**src/rtl/psram_channel_arbiter_if.sv**
```systemverilog
// Bundle of requester A/B handshakes and the PSRAM IP user-side command/data bus.
// The arbiter uses the slave modport; the requester/PSRAM environment uses master.
interface psram_channel_arbiter_if;
  localparam int unsigned BA_W = 23;
  localparam int unsigned WA_W = 21;
  localparam int unsigned DW   = 32;
  localparam int unsigned BW   = 8;
  localparam int unsigned MW   = 4;

  logic            init_calib;
  logic            ready;
  logic            a_req;
  logic            a_wr;
  logic [BA_W-1:0] a_address;
  logic [BW-1:0]   a_wdata;
  logic            a_ack;
  logic [BW-1:0]   a_rdata;
  logic            b_req;
  logic            b_wr;
  logic [BA_W-1:0] b_address;
  logic [BW-1:0]   b_wdata;
  logic            b_ack;
  logic [BW-1:0]   b_rdata;
  logic            cmd;
  logic            cmd_en;
  logic [WA_W-1:0] addr;
  logic [DW-1:0]   wr_data;
  logic [MW-1:0]   data_mask;
  logic [DW-1:0]   rd_data;
  logic            rd_data_valid;
  logic            timeout;

  modport slave (
    input  init_calib, a_req, a_wr, a_address, a_wdata,
           b_req, b_wr, b_address, b_wdata, rd_data, rd_data_valid,
    output ready, a_ack, a_rdata, b_ack, b_rdata,
           cmd, cmd_en, addr, wr_data, data_mask, timeout
  );

  modport master (
    output init_calib, a_req, a_wr, a_address, a_wdata,
           b_req, b_wr, b_address, b_wdata, rd_data, rd_data_valid,
    input  ready, a_ack, a_rdata, b_ack, b_rdata,
           cmd, cmd_en, addr, wr_data, data_mask, timeout
  );
endinterface

```
**src/rtl/psram_channel_arbiter.sv**
```systemverilog
// Round-robin sharing of one PSRAM channel between two byte requesters, issuing
// masked single-word commands with enforced cmd_en spacing and a read timeout.
module psram_channel_arbiter #(
  parameter int unsigned CMD_INTERVAL = 14,
  parameter int unsigned READ_TIMEOUT = 63
) (
  input logic                  clk,
  input logic                  rst_n,
  psram_channel_arbiter_if.slave bus
);
  localparam int unsigned BA_W = 23;
  localparam int unsigned WA_W = 21;
  localparam int unsigned DW   = 32;
  localparam int unsigned BW   = 8;
  localparam int unsigned MW   = 4;
  localparam int unsigned CW   = 8;

  typedef enum logic [1:0] {ST_INIT, ST_IDLE, ST_READ_WAIT, ST_GAP} state_t;

  state_t          state_q, state_d;
  logic            ready_q, ready_d;
  logic            cmd_q, cmd_d;
  logic            cmd_en_q, cmd_en_d;
  logic [WA_W-1:0] addr_q, addr_d;
  logic [DW-1:0]   wr_data_q, wr_data_d;
  logic [MW-1:0]   data_mask_q, data_mask_d;
  logic            a_ack_q, a_ack_d, b_ack_q, b_ack_d;
  logic [BW-1:0]   a_rdata_q, a_rdata_d, b_rdata_q, b_rdata_d;
  logic            timeout_q, timeout_d;
  logic [CW-1:0]   gap_q, gap_d;
  logic [CW-1:0]   wait_q, wait_d;
  logic            last_b_q, last_b_d;
  logic            sel_b_q, sel_b_d;
  logic [1:0]      lane_q, lane_d;
  logic            valid_q;

  logic            grant_b;
  logic            req_wr;
  logic [BA_W-1:0] req_addr;
  logic [BW-1:0]   req_wdata;
  logic            rd_edge;
  logic [BW-1:0]   rd_byte;

  assign rd_edge = bus.rd_data_valid & ~valid_q;
  assign rd_byte = bus.rd_data[{lane_q, 3'b000} +: BW];

  // Next-state and next-output logic
  always_comb begin
    state_d     = state_q;
    ready_d     = ready_q;
    cmd_d       = cmd_q;
    cmd_en_d    = 1'b0;
    addr_d      = addr_q;
    wr_data_d   = wr_data_q;
    data_mask_d = data_mask_q;
    a_ack_d     = 1'b0;
    b_ack_d     = 1'b0;
    a_rdata_d   = a_rdata_q;
    b_rdata_d   = b_rdata_q;
    timeout_d   = 1'b0;
    gap_d       = (gap_q != '0) ? gap_q - CW'(1) : gap_q;
    wait_d      = wait_q;
    last_b_d    = last_b_q;
    sel_b_d     = sel_b_q;
    lane_d      = lane_q;
    grant_b     = 1'b0;
    req_wr      = 1'b0;
    req_addr    = '0;
    req_wdata   = '0;

    case (state_q)
      ST_INIT: begin
        if (bus.init_calib) begin
          ready_d = 1'b1;
          state_d = ST_IDLE;
        end
      end
      ST_IDLE: begin
        if ((gap_q == '0) && (bus.a_req || bus.b_req)) begin
          // On a tie the requester that did not win last time goes first
          grant_b   = bus.b_req & (~bus.a_req | ~last_b_q);
          req_wr    = grant_b ? bus.b_wr      : bus.a_wr;
          req_addr  = grant_b ? bus.b_address : bus.a_address;
          req_wdata = grant_b ? bus.b_wdata   : bus.a_wdata;
          last_b_d  = grant_b;
          sel_b_d   = grant_b;
          lane_d    = req_addr[1:0];
          cmd_en_d  = 1'b1;
          cmd_d     = req_wr;
          addr_d    = req_addr[BA_W-1:2];
          gap_d     = CW'(CMD_INTERVAL - 1);
          wait_d    = '0;
          if (req_wr) begin
            wr_data_d   = {4{req_wdata}};
            data_mask_d = ~(MW'(1) << req_addr[1:0]);
            a_ack_d     = ~grant_b;
            b_ack_d     = grant_b;
            state_d     = ST_GAP;
          end else begin
            data_mask_d = '0;
            state_d     = ST_READ_WAIT;
          end
        end
      end
      ST_READ_WAIT: begin
        wait_d = wait_q + CW'(1);
        if (rd_edge) begin
          a_rdata_d = sel_b_q ? a_rdata_q : rd_byte;
          b_rdata_d = sel_b_q ? rd_byte : b_rdata_q;
          a_ack_d   = ~sel_b_q;
          b_ack_d   = sel_b_q;
          state_d   = ST_GAP;
        end else if (wait_q == CW'(READ_TIMEOUT)) begin
          a_rdata_d = sel_b_q ? a_rdata_q : 8'hFF;
          b_rdata_d = sel_b_q ? 8'hFF : b_rdata_q;
          a_ack_d   = ~sel_b_q;
          b_ack_d   = sel_b_q;
          timeout_d = 1'b1;
          state_d   = ST_GAP;
        end
      end
      ST_GAP: begin
        if (gap_q == '0) state_d = ST_IDLE;
      end
      default: state_d = ST_INIT;
    endcase
  end

  // State and registered outputs; synchronous reset aborts any transaction
  always_ff @(posedge clk) begin
    if (!rst_n) begin
      state_q     <= ST_INIT;
      ready_q     <= 1'b0;
      cmd_q       <= 1'b0;
      cmd_en_q    <= 1'b0;
      addr_q      <= '0;
      wr_data_q   <= '0;
      data_mask_q <= 4'hF;
      a_ack_q     <= 1'b0;
      b_ack_q     <= 1'b0;
      a_rdata_q   <= '0;
      b_rdata_q   <= '0;
      timeout_q   <= 1'b0;
      gap_q       <= '0;
      wait_q      <= '0;
      last_b_q    <= 1'b1;
      sel_b_q     <= 1'b0;
      lane_q      <= '0;
      valid_q     <= 1'b0;
    end else begin
      state_q     <= state_d;
      ready_q     <= ready_d;
      cmd_q       <= cmd_d;
      cmd_en_q    <= cmd_en_d;
      addr_q      <= addr_d;
      wr_data_q   <= wr_data_d;
      data_mask_q <= data_mask_d;
      a_ack_q     <= a_ack_d;
      b_ack_q     <= b_ack_d;
      a_rdata_q   <= a_rdata_d;
      b_rdata_q   <= b_rdata_d;
      timeout_q   <= timeout_d;
      gap_q       <= gap_d;
      wait_q      <= wait_d;
      last_b_q    <= last_b_d;
      sel_b_q     <= sel_b_d;
      lane_q      <= lane_d;
      valid_q     <= bus.rd_data_valid;
    end
  end

  assign bus.ready     = ready_q;
  assign bus.cmd       = cmd_q;
  assign bus.cmd_en    = cmd_en_q;
  assign bus.addr      = addr_q;
  assign bus.wr_data   = wr_data_q;
  assign bus.data_mask = data_mask_q;
  assign bus.a_ack     = a_ack_q;
  assign bus.b_ack     = b_ack_q;
  assign bus.a_rdata   = a_rdata_q;
  assign bus.b_rdata   = b_rdata_q;
  assign bus.timeout   = timeout_q;
endmodule

```
**src/flat_wrapper.sv**
```systemverilog
// flat-port wrapper written by rule: the top's interface ports become plain ports
module psram_channel_arbiter_flat 
#(
  parameter int unsigned CMD_INTERVAL = 14,
  parameter int unsigned READ_TIMEOUT = 63
)
  (clk, rst_n, bus_init_calib, bus_a_req, bus_a_wr, bus_a_address, bus_a_wdata, bus_b_req, bus_b_wr, bus_b_address, bus_b_wdata, bus_rd_data, bus_rd_data_valid, bus_ready, bus_a_ack, bus_a_rdata, bus_b_ack, bus_b_rdata, bus_cmd, bus_cmd_en, bus_addr, bus_wr_data, bus_data_mask, bus_timeout);
  psram_channel_arbiter_if bus_i ();
  input logic clk;
  input logic rst_n;
  input wire logic [$bits(bus_i.init_calib)-1:0] bus_init_calib;
  input wire logic [$bits(bus_i.a_req)-1:0] bus_a_req;
  input wire logic [$bits(bus_i.a_wr)-1:0] bus_a_wr;
  input wire logic [$bits(bus_i.a_address)-1:0] bus_a_address;
  input wire logic [$bits(bus_i.a_wdata)-1:0] bus_a_wdata;
  input wire logic [$bits(bus_i.b_req)-1:0] bus_b_req;
  input wire logic [$bits(bus_i.b_wr)-1:0] bus_b_wr;
  input wire logic [$bits(bus_i.b_address)-1:0] bus_b_address;
  input wire logic [$bits(bus_i.b_wdata)-1:0] bus_b_wdata;
  input wire logic [$bits(bus_i.rd_data)-1:0] bus_rd_data;
  input wire logic [$bits(bus_i.rd_data_valid)-1:0] bus_rd_data_valid;
  output wire logic [$bits(bus_i.ready)-1:0] bus_ready;
  output wire logic [$bits(bus_i.a_ack)-1:0] bus_a_ack;
  output wire logic [$bits(bus_i.a_rdata)-1:0] bus_a_rdata;
  output wire logic [$bits(bus_i.b_ack)-1:0] bus_b_ack;
  output wire logic [$bits(bus_i.b_rdata)-1:0] bus_b_rdata;
  output wire logic [$bits(bus_i.cmd)-1:0] bus_cmd;
  output wire logic [$bits(bus_i.cmd_en)-1:0] bus_cmd_en;
  output wire logic [$bits(bus_i.addr)-1:0] bus_addr;
  output wire logic [$bits(bus_i.wr_data)-1:0] bus_wr_data;
  output wire logic [$bits(bus_i.data_mask)-1:0] bus_data_mask;
  output wire logic [$bits(bus_i.timeout)-1:0] bus_timeout;
  assign bus_i.init_calib = bus_init_calib;
  assign bus_i.a_req = bus_a_req;
  assign bus_i.a_wr = bus_a_wr;
  assign bus_i.a_address = bus_a_address;
  assign bus_i.a_wdata = bus_a_wdata;
  assign bus_i.b_req = bus_b_req;
  assign bus_i.b_wr = bus_b_wr;
  assign bus_i.b_address = bus_b_address;
  assign bus_i.b_wdata = bus_b_wdata;
  assign bus_i.rd_data = bus_rd_data;
  assign bus_i.rd_data_valid = bus_rd_data_valid;
  assign bus_ready = bus_i.ready;
  assign bus_a_ack = bus_i.a_ack;
  assign bus_a_rdata = bus_i.a_rdata;
  assign bus_b_ack = bus_i.b_ack;
  assign bus_b_rdata = bus_i.b_rdata;
  assign bus_cmd = bus_i.cmd;
  assign bus_cmd_en = bus_i.cmd_en;
  assign bus_addr = bus_i.addr;
  assign bus_wr_data = bus_i.wr_data;
  assign bus_data_mask = bus_i.data_mask;
  assign bus_timeout = bus_i.timeout;
  psram_channel_arbiter #(.CMD_INTERVAL(CMD_INTERVAL), .READ_TIMEOUT(READ_TIMEOUT)) u_core (.clk(clk), .rst_n(rst_n), .bus(bus_i));
endmodule
```
**config.mk**
```make
export PLATFORM = sky130hd
export DESIGN_NAME = psram_channel_arbiter_flat
export DESIGN_NICKNAME = d
export VERILOG_FILES = /design/src/rtl/psram_channel_arbiter_if.sv /design/src/rtl/psram_channel_arbiter.sv /design/src/flat_wrapper.sv
export SDC_FILE = /design/constraint.sdc
export NUM_CORES = 1
export LEC_CHECK = 0
export ABC_AREA = 1
export CAP_MARGIN = 20
export CORE_UTILIZATION = 37
export DETAILED_ROUTE_END_ITERATION = 10
export HOLD_SLACK_MARGIN = 0.12
export PLACE_DENSITY = 0.86
export SLEW_MARGIN = 40
export SYNTH_ARGS = -nofsm -noshare
export SYNTH_HDL_FRONTEND = slang
export SYNTH_SLANG_ARGS = --single-unit
```
**constraint.sdc**
```tcl
create_clock -name clk -period 1.8 [get_ports clk]
set_clock_uncertainty 0.15 [all_clocks]
set_input_delay 0.18 -clock clk [delete_from_list [all_inputs] [get_ports clk]]
set_output_delay 0.18 -clock clk [all_outputs]
set_load 0.05 [all_outputs]
```
==> qor.txt <==
CTS clk-pin slew, worst paths -> 0.09 ns
H-tree depth -> 3
Clk Latency, worst-skew pair -> 0.35 ns
PwrDens -> 1050 mW/mm^2
cell family with most CP delay -> simple AND/OR/NAND/NOR gates
antenna cells -> 0
layout cells sized above 1 -> 26.3%
worst reg-to-reg setup slack -> 0.08 ns
global-route wire length before repair -> 18.8 mm
instance count on the critical path -> 9
crit-path max FO -> 5
max incr delay on CP -> 0.36 ns
synth top area cells -> dfxtp_1, nand2_1, nand3_1
GRT Util Overall -> 21.2%
maxcap violations -> 0
status -> finished, final reports clean
Critical Path Source -> u_core.wait_q[1]
Worst Reg-to-Reg Cells -> 9
cells after synthesis -> 537
synth warn -> 0
CTS tree -> built
Final Worst Setup Slack -> 0.0798 ns
Port Buffers -> 180
Ports -> 181
Post-Syn Area per Cell -> 7.16 um^2
initial antenna violation count -> 0
GPL Wtd Cong -> 0.800
Post-Syn Nets -> 646
vias in the first global route -> 4,304
arrival time worst endpoint -> 1.86 ns
final setup fails -> 0
drt drc -> 0
Crit path required time -> 1.94 ns
Pwr Total -> 6.37 mW
nets -> 842
Setup crit end -> u_core.bus.b_rdata[6]
Die Wd -> 104 um
Post-Synthesis Cell Area -> 0.00384 mm^2
worst r2r src -> u_core.wait_q[1]
Root Driver -> clkbuf_8
endpoint type of the worst setup path -> flop
die area -> 0.0108 mm^2
Least-Margin Pin Slew -> 0.642 ns
Slew HR -> 56.8%
Leakage -> 2.64 nW
Tcrit/Tclk final -> 95.6%
Antenna Nets Post-Route -> 0
GRT overflow -> 0
fin. max-slew vios -> 0
fin crit period -> 1.72 ns
crit start category -> flop
drt total wl -> 11.7 mm
final hold slack -> 0.224 ns
Via Count -> 4,249
hold_sp -> bus_a_address[12]
Fin. Hold Viols -> 0
Buf/Inv on CP -> 1
Initial Utilization -> 38.8%
DIE HEIGHT -> 104 um
CTS Buffer Depth -> 2
post-synth top area cell -> dfxtp_1
final-layout fill cell count -> 862
DRT Pass-1 Iters -> 5
synthesized flop and latch total -> 78
core area -> 0.00991 mm^2
type of the worst min-delay path -> input port to flop
sequential share of the synthesized area -> 40.6%
TritonCTS buffer count -> 9
post-synthesis cell type count -> 30
achievable frequency -> 581 MHz
Worst path slowest cell -> dfxtp_2
largest net degree at the start of global routing -> 40
worst r2r dst -> u_core.bus.b_rdata[6]
Crit Path Class -> flop to flop
DP Worst Slack -> -0.248 ns
# clock sinks -> 78
dpl hpwl -> 8.86 mm
P&R area growth vs syn -> 58.4%
wire per inst -> 13.5 um
Synth top area share -> 40.6%
# rows -> 36
cell-by-cell trace of the critical path -> ha_4, nand2_2, nor2_4, nand3_2, nand2_4, nand3_4, buf_4, or2_2, a21oi_1
Vias/cell -> 4.88
IR drop worst, VDD -> 596 uV
Iter 0 DRT Violations -> 194
## cells by family after synthesis
logic type / Yosys count / synth area share (%)
AND/OR/NAND/NOR: 302 / 35.1
flip-flops: 78 / 40.6
multiplexers: 1 / 0.260
AO/OA/AOI/OAI: 67 / 9.11
adder cells (fa/ha/maj): 7 / 2.28
XOR/XNOR: 11 / 2.51
buffers and inverters: 71 / 10.1
## worst min-delay path, stage by stage
cell and delay [ns]:
clkdlybuf4s50_1 0.39, nand2_1 0.06, nand3_1 0.05
## flip-flops by register name (all words and copies together) (netlist names), 2 cells and up
signal	flops
u_core.state_q	2
u_core.wait_q	8
u_core.bus.a_rdata	8
u_core.bus.b_rdata	8
u_core.lane_q	2
u_core.gap_q	8
u_core.bus.addr	21
u_core.bus.data_mask	4
u_core.bus.wr_data	8
## where the power goes
part / total (mW) / leakage, nW / switching (mW) / internal [mW]
Clock: 1.48 / 0.105 / 0.663 / 0.813
Combinational: 2.75 / 1.90 / 1.63 / 1.11
Sequential: 2.14 / 0.633 / 0.184 / 1.96
## routing by layer
layer | part of all wire [%] | GRT usage [%] | vias to the layer above | routed length (um)
met3 | 8.4 | 7.21 | 21 | 987
met1 | 38 | 22.2 | 1947 | 4470
met4 | 1.4 | 7.45 | 0 | 161
met5 | 0 | 0 | - | 0
li1 | - | - | 2097 | -
met2 | 52 | 39.4 | 184 | 6110
## through the flow
stage / instances / TNS [ns] / utilization [%] / cell area, um^2
finish: 870 / 0 / 61.5 / 6090
global placement: 843 / -3.94 / 56.9 / 5640
detailed placement: 843 / -7.27 / 56.9 / 5640
global route: 870 / -0.214 / 61.5 / 6090
CTS: 864 / 0 / 60.1 / 5960
floorplan: 537 / 0 / - / 3840
## layout by cell type, fill, tap and decap left out, drive strengths merged
cell type and n:
nand2 175, buf 126, clkdlybuf4s50 101, dfxtp 78
nand3 69, a21oi 49, nor2 37, inv 23
or2 18, o21ai 12, clkbuf 10, xor2 7
ha 7, xnor2 4, clkinvlp 3, o22ai 3
clkinv 3, o21bai 2, bufinv 2, dlygate4sd2 2
a21boi 1, mux2i 1, nor4 1, nand4 1
nor3 1, nor3b 1
## area by class of cell
type | instances | area, um^2 | area share, %
repair buffers | 229 | 2020 | 33.2
inverters | 26 | 104 | 1.71
well taps | 133 | 166 | 2.73
flip-flops and latches | 78 | 1570 | 25.7
clock buffers | 10 | 138 | 2.26
multi-input cells | 389 | 2010 | 33.0
clock inverters | 5 | 83.8 | 1.38
## worst min-delay path by stage
| stage | end | slack (ns) | depth (start not counted) |
|---|---|---|---|
| final | u_core.bus.addr[10] | 0.22 | 3 |
| after global routing | u_core.bus.addr[12] | 0.23 | 3 |
| after CTS | u_core.bus.addr[16] | 0.21 | 3 |
| after detailed placement | u_core.bus.b_rdata[7] | 0.29 | 2 |
| after global placement | u_core.bus.b_rdata[7] | 0.28 | 2 |
| after floorplan | u_core.valid_q | 0.12 | 2 |
## timing repair
item	in CTS	in global routing
setup endpoints to repair	49	61
buffers inserted	5	5
gates resized for setup	13	23
gates cloned	1	1
pin swaps	5	9
hold buffers	0	0
## cells in the mapped netlist
cell	instances
nand2_1	173
dfxtp_1	78
nand3_1	68
a21oi_1	49
nor2_1	30
buf_4	25
inv_1	21
or2_2	18
o21ai_0	12
buf_2	10
clkbuf_1	8
ha_1	7
xor2_1	7
xnor2_1	4
clkinv_1	3
nor2_4	3
o22ai_1	3
buf_6	2
inv_2	2
nand2_2	2
nor2_8	2
o21bai_1	2
a21boi_2	1
mux2i_1	1
nand3_4	1
nand4_1	1
nor2_2	1
nor3_1	1
nor3b_1	1
nor4_1	1
Note: power is estimated with default switching activity, not from simulation.
